[config.mk]
export PLATFORM = sky130hd
export DESIGN_NAME = join_fork_sched
export DESIGN_NICKNAME = d
export VERILOG_FILES = /design/src/rtl/join_fork_sched.sv
export SDC_FILE = /design/constraint.sdc
export NUM_CORES = 1
export LEC_CHECK = 0
export ABC_AREA = 1
export CORE_UTILIZATION = 29
export CTS_CLUSTER_DIAMETER = 100
export CTS_CLUSTER_SIZE = 40
export DETAILED_ROUTE_END_ITERATION = 10
export PLACE_DENSITY = 0.5
export RECOVER_POWER = 100
export SETUP_SLACK_MARGIN = 0.1
export SKIP_CTS_REPAIR_TIMING = 1
export SYNTH_ARGS = -nofsm -noshare
export SYNTH_HDL_FRONTEND = slang
export SYNTH_SLANG_ARGS = --single-unit
[constraint.sdc]
create_clock -name clk -period 2.9 [get_ports clk]
set_input_delay 0.435 -clock clk [delete_from_list [all_inputs] [get_ports clk]]
set_output_delay 0.435 -clock clk [all_outputs]
set_load 0.05 [all_outputs]
[src/rtl/join_fork_sched.sv]
// join_fork_sched: joins one token from each of N_IN input places, then forks
// one token to each of N_OUT output places, each released as its consumer accepts.
module join_fork_sched #(
    parameter int N_IN  = 3,
    parameter int N_OUT = 2,
    parameter int CNT_W = 8
) (
    input  logic             clk,
    input  logic             rst,
    input  logic             i_en,
    input  logic             i_flush,
    input  logic [N_IN-1:0]  i_valid,
    output logic [N_IN-1:0]  o_ready,
    output logic [N_OUT-1:0] o_valid,
    input  logic [N_OUT-1:0] i_ready,
    output logic             o_fire,
    output logic [CNT_W-1:0] o_fire_count,
    output logic             o_join_wait
);

    typedef enum logic {
        COLLECT = 1'b0,
        DIST    = 1'b1
    } state_t;

    state_t           state_q, state_d;
    logic [N_IN-1:0]  held_q, held_d;
    logic [N_OUT-1:0] pend_q, pend_d;
    logic [CNT_W-1:0] count_q, count_d;
    logic             fire_q, fire;

    // COLLECT is exactly "pend is empty", so it gates firing.
    always_comb begin
        // NOTE: every signal driven here gets a default first, so no latch is inferred.
        held_d  = held_q | (i_valid & ~held_q);
        pend_d  = pend_q & ~i_ready;
        count_d = count_q;
        state_d = state_q;
        fire    = (&held_q) && (state_q == COLLECT) && i_en && !i_flush;

        if (i_flush) begin
            held_d  = '0;
            pend_d  = '0;
            state_d = COLLECT;
        end else if (fire) begin
            held_d  = '0;
            pend_d  = '1;
            count_d = count_q + CNT_W'(1);
            state_d = DIST;
        end else if (state_q == DIST && pend_d == '0) begin
            state_d = COLLECT;
        end
    end

    always_ff @(posedge clk or negedge rst) begin
        if (!rst) begin
            state_q <= COLLECT;
            held_q  <= '0;
            pend_q  <= '0;
            count_q <= '0;
            fire_q  <= 1'b0;
        end else begin
            // NOTE: non-blocking assignments so every register updates from pre-edge values.
            state_q <= state_d;
            held_q  <= held_d;
            pend_q  <= pend_d;
            count_q <= count_d;
            fire_q  <= fire;
        end
    end

    assign o_ready      = ~held_q;
    assign o_valid      = pend_q;
    assign o_fire       = fire_q;
    assign o_fire_count = count_q;
    assign o_join_wait  = (|held_q) & ~(&held_q);

endmodule
Yosys cells after proc, flatten, opt, wreduce, memory -nomap -nowiden
Cells that the tools add are included.

operators by class
  reductions and logical operators = 10
  bitwise operators = 9
  $add $sub $neg = 1
  mux-type cells = 7

operators by type and width
  cell                                          count
  adder 8 x 1 -> 8 bit (second input constant)  1
  two-way mux 3 bit                             2
  logical AND 1 bit                             4
  two-way mux 2 bit                             2
  AND 3 bit                                     1
  two-way mux 1 bit                             3
  inverter 1 bit                                3
  inverter 3 bit                                1
  bitwise OR 3 bit                              1
  AND reduction 3 bit                           1
  nonzero test 3 bit                            1
  OR reduction 3 bit                            1
  AND 2 bit                                     1
  zero test 2 bit                               1
  inverter 2 bit                                1
  AND reduction 2 bit                           1
  AND 1 bit                                     1
  zero test 1 bit                               1

storage, ports and cells
  output and inout bits = 15
  input bits = 9
  flip-flop bits (word level) = 15
  word-level logic and storage cells = 32

Longest topological paths before layout
Gate-level depths: netlist of run 1.

  depth after elaboration = 7
  depth in mapped cells = 7

Worst setup path after synthesis of run 1
Ideal clock, no wire load.

  path kind = reg-to-output
  start = register held_q[2]
  end = output o_join_wait
  arrival time = 1.537 ns
  path buffers = 0
  stages on the path, launching flop included = 4
  required time = 2.465 ns
  slack = 0.928 ns
  cells stage by stage = dfrtp_1 inv_1 nor2_4 nor2_1

on the way
  word-level cells in the longest chain between the ends = 3
  elaborated cells on any way between the ends = 4

ends and longest elaborated chain
  element                   line  RTL
  start: declaration        27    logic [N_IN-1:0] held_q, held_d;
  start signal: assignment  65    held_q <= held_d;
  AND reduction 3 bit       76    assign o_join_wait = (|held_q) & ~(&held_q);
  inverter 1 bit            76
  AND 1 bit (*)             76
  end: declaration          18    output logic o_join_wait

Every way passes the cells marked *; elsewhere a longest branch is shown, timed or not.

Worst setup path in the final report of run 1
  start = register held_q[1]
  end = output o_join_wait

Same word-level chain as after synthesis.

==> results.md, run 1 <==
- Status: complete, no violations
- Leakage: 0.5184 nW
- Max-cap violation count: 0
- Max Freq: 444.7 MHz
- Total CTS buffers: 3
- Post-Synthesis Cells: 93
- Critical path startpoint category: register
- Initial antenna violation count: 0
- Reg clk slew, reported paths: 0.08 ns
- First-pass GRT wire length: 2.490 mm
- Slowest stage cell, crit path: dlygate4sd3_1
- DIE WIDTH: approximately 53 µm
- Routed WL: around 1.5 mm
- Clock root cell: clkbuf_4
- Final global-route overflow total: 0
- Commonest non-fill, non-tap cell in the layout: nand2_1
- Peak supply drop: 290.2 µV
- Mapped Avg Cell Area: 8.153 µm²
- Measured slew at the worst slew-check pin: 0.7911 ns
- Layout cells sized above 1: 0.05000
- Vias in the first global route: 583
- Vias/cell: 4.193
- CTS tree: done
- Syn Nets: 103
- Crit path kind: reg -> out
- 1st-iter DRT viols: 9
- Minimum clock period: 2.249 ns
- Setup crit end kind: output port
- Final critical-path share of the clock period: 0.7754
- WP data required: around 2.5 ns
- Tot GR Track Use: 0.1267
- Register area share after synthesis: 0.4950
- I/O pins: 24
- Register bit total from synthesis: 15
- WL/cell: 10.07 µm
- Final hold violations: 0
- Placement row count: 18
- Critical path cell sequence: nand2_1, nor2_4, nor2_1, dlygate4sd3_1
- DP Wirelength: around 1.1 mm
- Final Slew Violations: 0
- First-pass DRT Iterations: 4
- # diodes: 0
- H-Tree Depth: 1
- TritonCTS Sinks: 15
- Post-Syn Area: 758.2 µm²
- Initial Util: 0.3061
- Slowest stage delay, CP: 0.87 ns
- Die height: ~53 µm
- Worst min path class: reg -> reg
- Distinct cells, synth: 17
- Post-Route Skew: 0.006189 ns
- Largest net degree at the start of global routing: 16
- Deepest clock path buffer count: 2
- Crit Path Max Fanout: 5
- Commonest non-fill, non-tap cells in the layout: 30 x nand2_1, 17 x dlygate4sd3_1, 15 x dfrtp_1
- Routed Antenna Nets: 0
- Final instance area: 1028 µm²
- Core area: around 2500 µm²
- TNS Setup: 0 ns
- Yosys warning total: 0
- Remaining DRCs: 0
- Max-slew headroom: 0.4685
- Final GP Congestion: 0.6865
- Worst skew pair latency: 0.28 ns
- Pwr/cell area: 435.0 nW/µm²
- Die ar.: 2823 µm²
- Vias: 629
- Area grow syn2layout: 35.64%
- Arr. time, crit path: roughly 1.8 ns
- Final setup fails: 0
- RSZ-0062 raised after global routing: no
- Port Buffers: 23
- Placed inst area: 1026 µm²
- # nets final: 131
[power breakdown]
group          internal (W)  total, W  switching, W
clock network     0.0000533  0.000115     0.0000618
logic             0.0000348  0.000101     0.0000658
registers          0.000219  0.000232     0.0000122
[state kept, by name (all words and copies together) (netlist names)]
name,flops
o_fire_count,8
held_q,3
o_fire,1
o_valid,2
state_q,1
[critical path, delay by kind of cell, from the launching register on]
family        cells  cell delay, ns
buf+inv           1            0.87
simple gates      3            0.24
flops             1            0.43
[cells in the mapped netlist]
cell type,instances,area share
nor2_1,13,0.064
nand3_2,1,0.013
nor3_1,1,0.0066
o21ai_0,1,0.0066
a21oi_1,2,0.013
nand3_4,1,0.023
dfrtp_1,15,0.50
inv_1,14,0.069
o21bai_2,1,0.015
nor2_4,1,0.015
o21ai_1,1,0.0066
xor2_1,1,0.012
nor3_4,1,0.021
xnor2_1,3,0.035
ha_1,1,0.016
nand2_1,30,0.15
nand3_1,6,0.040
[kinds of logic after synthesis]
| group | count (synthesis) | synth area share |
|---|---|---|
| AND/OR/NAND/NOR | 54 | 0.3317 |
| flip-flops | 15 | 0.4950 |
| buffers and inverters | 14 | 0.06931 |
| AO/OA/AOI/OAI | 5 | 0.04124 |
| XOR/XNOR | 4 | 0.04621 |
| adder cells (fa/ha/maj) | 1 | 0.01650 |
[through the flow]
step,worst slack (ns),hold WS [ns],total power (W),utilization,cells
detailed placement,0.9936,0.5203,0.0003447,0.4141,146
global placement,1.002,0.5140,0.0003450,0.4141,146
floorplan,0.9277,0.1394,0.0003000,-,93
CTS,0.6738,0.5421,0.0004653,0.4247,150
finish,0.6513,0.5303,0.0004473,0.4152,150
global route,0.5692,0.5763,0.0004784,0.4152,150
[layout make-up]
type / instances / area [µm²]
Fill cell: 273 / 1449
Multi-Input combinational cell: 64 / 306.5
Timing Repair Buffer: 23 / 230.2
Tap cell: 30 / 37.54
Sequential cell: 15 / 375.4
Clock buffer: 4 / 26.28
Inverter: 14 / 52.55
[worst paths after layout]
kind | to | slack (ns) | cells after the start | start
worst max register to register | o_fire_count[7]$_DFFE_PN0P_ | 1.43 | 5 | state_q$_DFFE_PN0P_
max in group asynchronous | held_q[1]$_DFF_PN0_ | 1.83 | 1 | rst
worst min register to register | o_fire_count[0]$_DFFE_PN0P_ | 0.53 | 1 | o_fire_count[0]$_DFFE_PN0P_
worst max-delay path | o_join_wait | 0.65 | 4 | held_q[1]$_DFF_PN0_
min in group asynchronous | o_fire_count[3]$_DFFE_PN0P_ | 0.64 | 1 | rst
worst min-delay path | o_fire_count[0]$_DFFE_PN0P_ | 0.53 | 1 | o_fire_count[0]$_DFFE_PN0P_
[layer usage]
metal,part of all wire,track usage
met1,0.50,0.1611
met3,0.064,0.02586
met2,0.44,0.2004
met5,0,0
met4,0,0.06579
Power figures use the tool's default switching activity.
==> inputs of run 2 (changes only) <==
--- a/config.mk
+++ b/config.mk
@@ -10,7 +10,7 @@
 export CTS_CLUSTER_DIAMETER = 100
 export CTS_CLUSTER_SIZE = 40
 export DETAILED_ROUTE_END_ITERATION = 10
-export PLACE_DENSITY = 0.5
+export PLACE_DENSITY = 0.52
 export RECOVER_POWER = 100
 export SETUP_SLACK_MARGIN = 0.1
 export SKIP_CTS_REPAIR_TIMING = 1
==> constraint.sdc (replaced) <==
create_clock -name clk -period 2 [get_ports clk]
set_input_delay 0.3 -clock clk [delete_from_list [all_inputs] [get_ports clk]]
set_output_delay 0.3 -clock clk [all_outputs]
set_load 0.05 [all_outputs]
==> run 2 against run 1 <==
Against the previous run: critical path depth decreased by 3; worst setup slack got worse by 0.54 ns; hold slack improved by 0.0018 ns; global-route usage increased by 0.17 points; combinational power increased by 40%; largest power group unchanged.
==> results.md, run 2 (same netlist as run 1, synthesis figures left out) <==
- Status: complete, no violations
- Clock root cell: clkbuf_4
- Initial Util: 0.3061
- Grt met1 use: 0.1499
- Final Slew Violations: 0
- Core area: roughly 2500 µm²
- Worst R2R Start: held_q[1]$_DFF_PN0_
- Pwr/cell area: 655.1 nW/µm²
- Initial antenna violation count: 0
- Worst setup startpoint: o_fire_count[0]$_DFFE_PN0P_
- Remaining DRCs: 0
- Vias/cell: roughly 4.4
- Commonest non-fill, non-tap cells in the layout: 30 x nand2_1, 15 x dfrtp_1, 14 x inv_1
- Final hold violations: 0
- WP data required: roughly 1.7 ns
- Busiest layer in global routing: met2
- Crit path kind: reg -> out
- Placement row count: 18
- TNS Setup: 0 ns
- Final critical-path share of the clock period: 0.9424
- Hold WS: 0.5321 ns
- Final setup fails: 0
- Port Buffers: 23
- Final global-route overflow total: 0
- Vias in the first global route: 657
- DP Wirelength: 1.188 mm
- Worst min path class: reg -> reg
- Met2 usage: 0.2236
- Crit path buf inv count: 1
- Measured slew at the worst slew-check pin: 0.8223 ns
- Vias: 657
- Area grow syn2layout: 30.53%
- Commonest non-fill, non-tap cell in the layout: nand2_1
- H-Tree Depth: 1
- I/O pins: 24
- Post-Route Skew: 0.003204 ns
- Setup crit end kind: output port
- Final GP Congestion: 0.7689
- # nets final: 132
- 1st-iter DRT viols: 6
- Die ar.: approximately 2800 µm²
- Largest net degree at the start of global routing: 16
- Register area: 375.4 µm²
- Critical path cell sequence: dlygate4sd3_1
- Deepest clock path buffer count: 2
- Arr. time, crit path: 1.58 ns
- DIE WIDTH: 53.13 µm
- Routed Antenna Nets: 0
- Max reg flops: 8
- Routed WL: 1.595 mm
- Fillers: 278
- Slowest stage cell, crit path: dlygate4sd3_1
- Crit path max-delay family: buffers and inverters
- RSZ-0062 raised after global routing: no
- Reg clk slew, reported paths: roughly 0.09 ns
- Critical Path Stages: 1
- Global Route met3 Usage: 0.02874
- CTS tree: done
- WL/cell: 10.56 µm
- Worst skew pair latency: 0.28 ns
- Tot GR Track Use: 0.1284
- Hold Path Origin: o_fire_count[0]$_DFFE_PN0P_
- Crit Path Max Fanout: 4
- Layout cells sized above 1: 0.05785
- Die height: about 53 µm
- TritonCTS Sinks: 15
- # diodes: 0
- First-pass GRT wire length: 2.594 mm
- Slowest stage delay, CP: 0.89 ns
- Max-slew headroom: 0.4518
- First-pass DRT Iterations: 4
- Leakage: roughly 0.49 nW
- Max-cap violation count: 0
- Worst-case reg-to-reg path depth: 4
- Hold depth: 1
- Total CTS buffers: 3
- Critical path startpoint category: register
- Max Freq: 530.5 MHz
- Area of the multi-input gates: 306.5 µm²
- Minimum clock period: 1.885 ns
- Peak supply drop: between 500 and 600 µV
==> run 2: cell types whose count changed in the layout (fill, tap and decap cells not counted), sizes merged <==
cell | before | now
clkdlybuf4s50 | 6 | 7
clkinv | 0 | 1
clkbuf | 4 | 11
dlygate4sd3 | 17 | 9
==> run 2: final timing paths <==
kind                                               endpoint  slack, ns
worst max-delay path                        o_fire_count[0]       0.12
worst min-delay path            o_fire_count[0]$_DFFE_PN0P_       0.53
worst min register to register  o_fire_count[0]$_DFFE_PN0P_       0.53
max in group asynchronous       o_fire_count[7]$_DFFE_PN0P_       0.87
worst max register to register  o_fire_count[7]$_DFFE_PN0P_       0.54
min in group asynchronous               held_q[0]$_DFF_PN0_       0.62
==> run 2: area by class of cell <==
class / count / area share
Tap cell: 30 / 0.03793
Multi-Input combinational cell: 64 / 0.3097
Inverter: 14 / 0.05310
Sequential cell: 15 / 0.3793
Timing Repair Buffer: 24 / 0.1922
Clock inverter: 1 / 0.005057
Clock buffer: 3 / 0.02276
==> run 2: where the power goes <==
group	leakage [nW]	switching [W]	internal (W)
logic	0.277	0.0000963	0.0000449
registers	0.198	0.0000179	0.000318
clock network	0.0177	0.0000969	0.0000741
total	0.493	0.000211	0.000437
==> run 2: layer usage <==
metal	routed length, µm	part of all wire
met1	757	0.47
met2	739	0.46
met3	98	0.061
met4	0	0
met5	0	0
==> run 2: stage by stage <==
stage	utilization	instance area, µm²	cells	power (W)	worst slack, ns
finish	0.3995	989.7	151	0.0006483	0.1151
global route	0.3995	989.7	151	0.0006851	0.05628
CTS	0.4273	1059	151	0.0006775	0.03724
detailed placement	0.4162	1031	147	0.0005013	0.3691
global placement	0.4162	1031	147	0.0005004	0.3891
floorplan	-	758.2	93	0.0004350	0.1627
==> inputs of run 3 (changes only) <==
--- a/config.mk
+++ b/config.mk
@@ -6,13 +6,13 @@
 export NUM_CORES = 1
 export LEC_CHECK = 0
 export ABC_AREA = 1
-export CORE_UTILIZATION = 29
+export CORE_UTILIZATION = 40
 export CTS_CLUSTER_DIAMETER = 100
 export CTS_CLUSTER_SIZE = 40
 export DETAILED_ROUTE_END_ITERATION = 10
-export PLACE_DENSITY = 0.52
+export PLACE_DENSITY = 0.69
 export RECOVER_POWER = 100
-export SETUP_SLACK_MARGIN = 0.1
+export SETUP_SLACK_MARGIN = 0.4
 export SKIP_CTS_REPAIR_TIMING = 1
 export SYNTH_ARGS = -nofsm -noshare
 export SYNTH_HDL_FRONTEND = slang
==> run 3 against run 2 <==
Against the previous run: worst setup slack gained 0.30 ns; maximum frequency up 19%; critical path depth increased by 3; utilization rose by 14 points; combinational power down 4%; register-to-register slack got worse by 0.02 ns; die area shrank 27%; total power fell by 1.4%; non-clock buffer count decreased by 1; flip-flop and latch count unchanged; highest routed layer is now met4.
==> results.md, run 3 (same netlist as run 1, synthesis figures left out) <==
- Final hold violations: 0
- Initial antenna violation count: 0
- Final critical-path share of the clock period: 0.7907
- Port Buffers: 23
- Slowest stage cell, crit path: dfrtp_1
- Deepest clock path buffer count: 2
- Remaining DRCs: 0
- Post-Route Skew: ~0.0072 ns
- Area grow syn2layout: 25.08%
- Layout cells sized above 1: 0.07500
- Commonest non-fill, non-tap cells in the layout: 30 x nand2_1, 15 x clkbuf_1, 15 x dfrtp_1
- First-pass DRT Iterations: 3
- Placed inst area: 1025 µm²
- Largest net degree at the start of global routing: 16
- Total CTS buffers: 3
- Worst skew pair latency: approximately 0.27 ns
- I/O pins: 24
- Pwr/cell area: 674.4 nW/µm²
- # diodes: 0
- Core area: roughly 1700 µm²
- Vias in the first global route: 592
- Setup crit end kind: output port
- Hold WS: 0.5009 ns
- WL/cell: 10.97 µm
- Measured slew at the worst slew-check pin: between 0.6 and 0.7 ns
- TNS Setup: 0 ns
- Crit path kind: reg -> out
- TritonCTS Sinks: 15
- Clock root cell: clkbuf_4
- DP Wirelength: around 1.1 mm
- H-Tree Depth: 1
- Routed Antenna Nets: 0
- Peak supply drop: 501.2 µV
- Crit Path Max Fanout: 5
- Max-cap violation count: 0
- Final setup fails: 0
- 1st-iter DRT viols: 7
- Leakage: 0.4650 nW
- Vias/cell: between 4 and 5
- Tot GR Track Use: 0.1665
- Max Freq: between 600 and 700 MHz
- Minimum clock period: around 1.6 ns
- Worst min path class: in -> async
- Worst R2R Setup Slack: 0.52 ns
- DIE WIDTH: roughly 46 µm
- Final instance area: 948.4 µm²
- # nets final: 131
- Max reg flops: 8
- Final core occ: 0.5434
- Reg clk slew, reported paths: 0.09 ns
- Fillers: 180
- First-pass GRT wire length: 2.449 mm
- Max-slew headroom: 0.5443
- WP data required: 1.70 ns
- RSZ-0062 raised after global routing: yes
- Critical path cell sequence: nand2_1, nor2_1, nor2_4, buf_4
- Final Slew Violations: 0
- Commonest non-fill, non-tap cell in the layout: nand2_1
- Routed WL: 1.590 mm
- Status: complete, no violations
- Slowest stage delay, CP: about 0.44 ns
- Placement row count: 15
- Area of the multi-input gates: 322.8 µm²
- Final GP Congestion: 0.7680
- Vias: 669
- CTS tree: done
- Register area: between 300 and 400 µm²
- Die ar.: 2074 µm²
- Initial Util: 0.4344
- Die height: 45.54 µm
- Final global-route overflow total: 0
- Critical path startpoint category: register
- Arr. time, crit path: approximately 1.3 ns
run 3: stage by stage:
| stage | worst slack (ns) | total power [W] | cells |
|---|---|---|---|
| floorplan | 0.5123 | 0.0004374 | 93 |
| global placement | 0.3875 | 0.0004998 | 141 |
| detailed placement | 0.3821 | 0.0005012 | 141 |
| CTS | 0.07854 | 0.0006706 | 145 |
| global route | 0.3080 | 0.0006773 | 145 |
| finish | 0.4185 | 0.0006396 | 145 |
run 3: critical path: cells and delay by family, from the launching register on:
| family | cells | cell delay, ns |
|---|---|---|
| flops | 1 | 0.44 |
| simple gates | 3 | 0.39 |
| buf+inv | 1 | 0.19 |
run 3: where the power goes:
group	switching (W)	internal, W
Combinational	0.0000976	0.0000388
Sequential	0.0000201	0.000318
Clock	0.0000878	0.0000771
run 3: per-layer routing:
metal	GRT usage	routed length, µm
met2	0.2600	818
met1	0.2163	679
met3	0.03175	81
met4	0.09091	10
met5	0	0
run 3: layout make-up:
class,instances,area share
sequential,15,0.3958
multi-input combinational,64,0.3404
timing repair buffer,23,0.1478
inverter,14,0.05541
tap,25,0.03298
clock buffer,4,0.02770
run 3: final timing paths:
path / start / end / cells after the start
worst max-delay path: held_q[0]$_DFF_PN0_ / o_join_wait / 4
max in group asynchronous: rst / o_fire_count[2]$_DFFE_PN0P_ / 1
min in group clk: state_q$_DFFE_PN0P_ / state_q$_DFFE_PN0P_ / 2
worst min-delay path: rst / o_valid[0]$_DFF_PN0_ / 1
worst max register to register: held_q[0]$_DFF_PN0_ / o_fire_count[7]$_DFFE_PN0P_ / 5
worst min register to register: state_q$_DFFE_PN0P_ / state_q$_DFFE_PN0P_ / 2
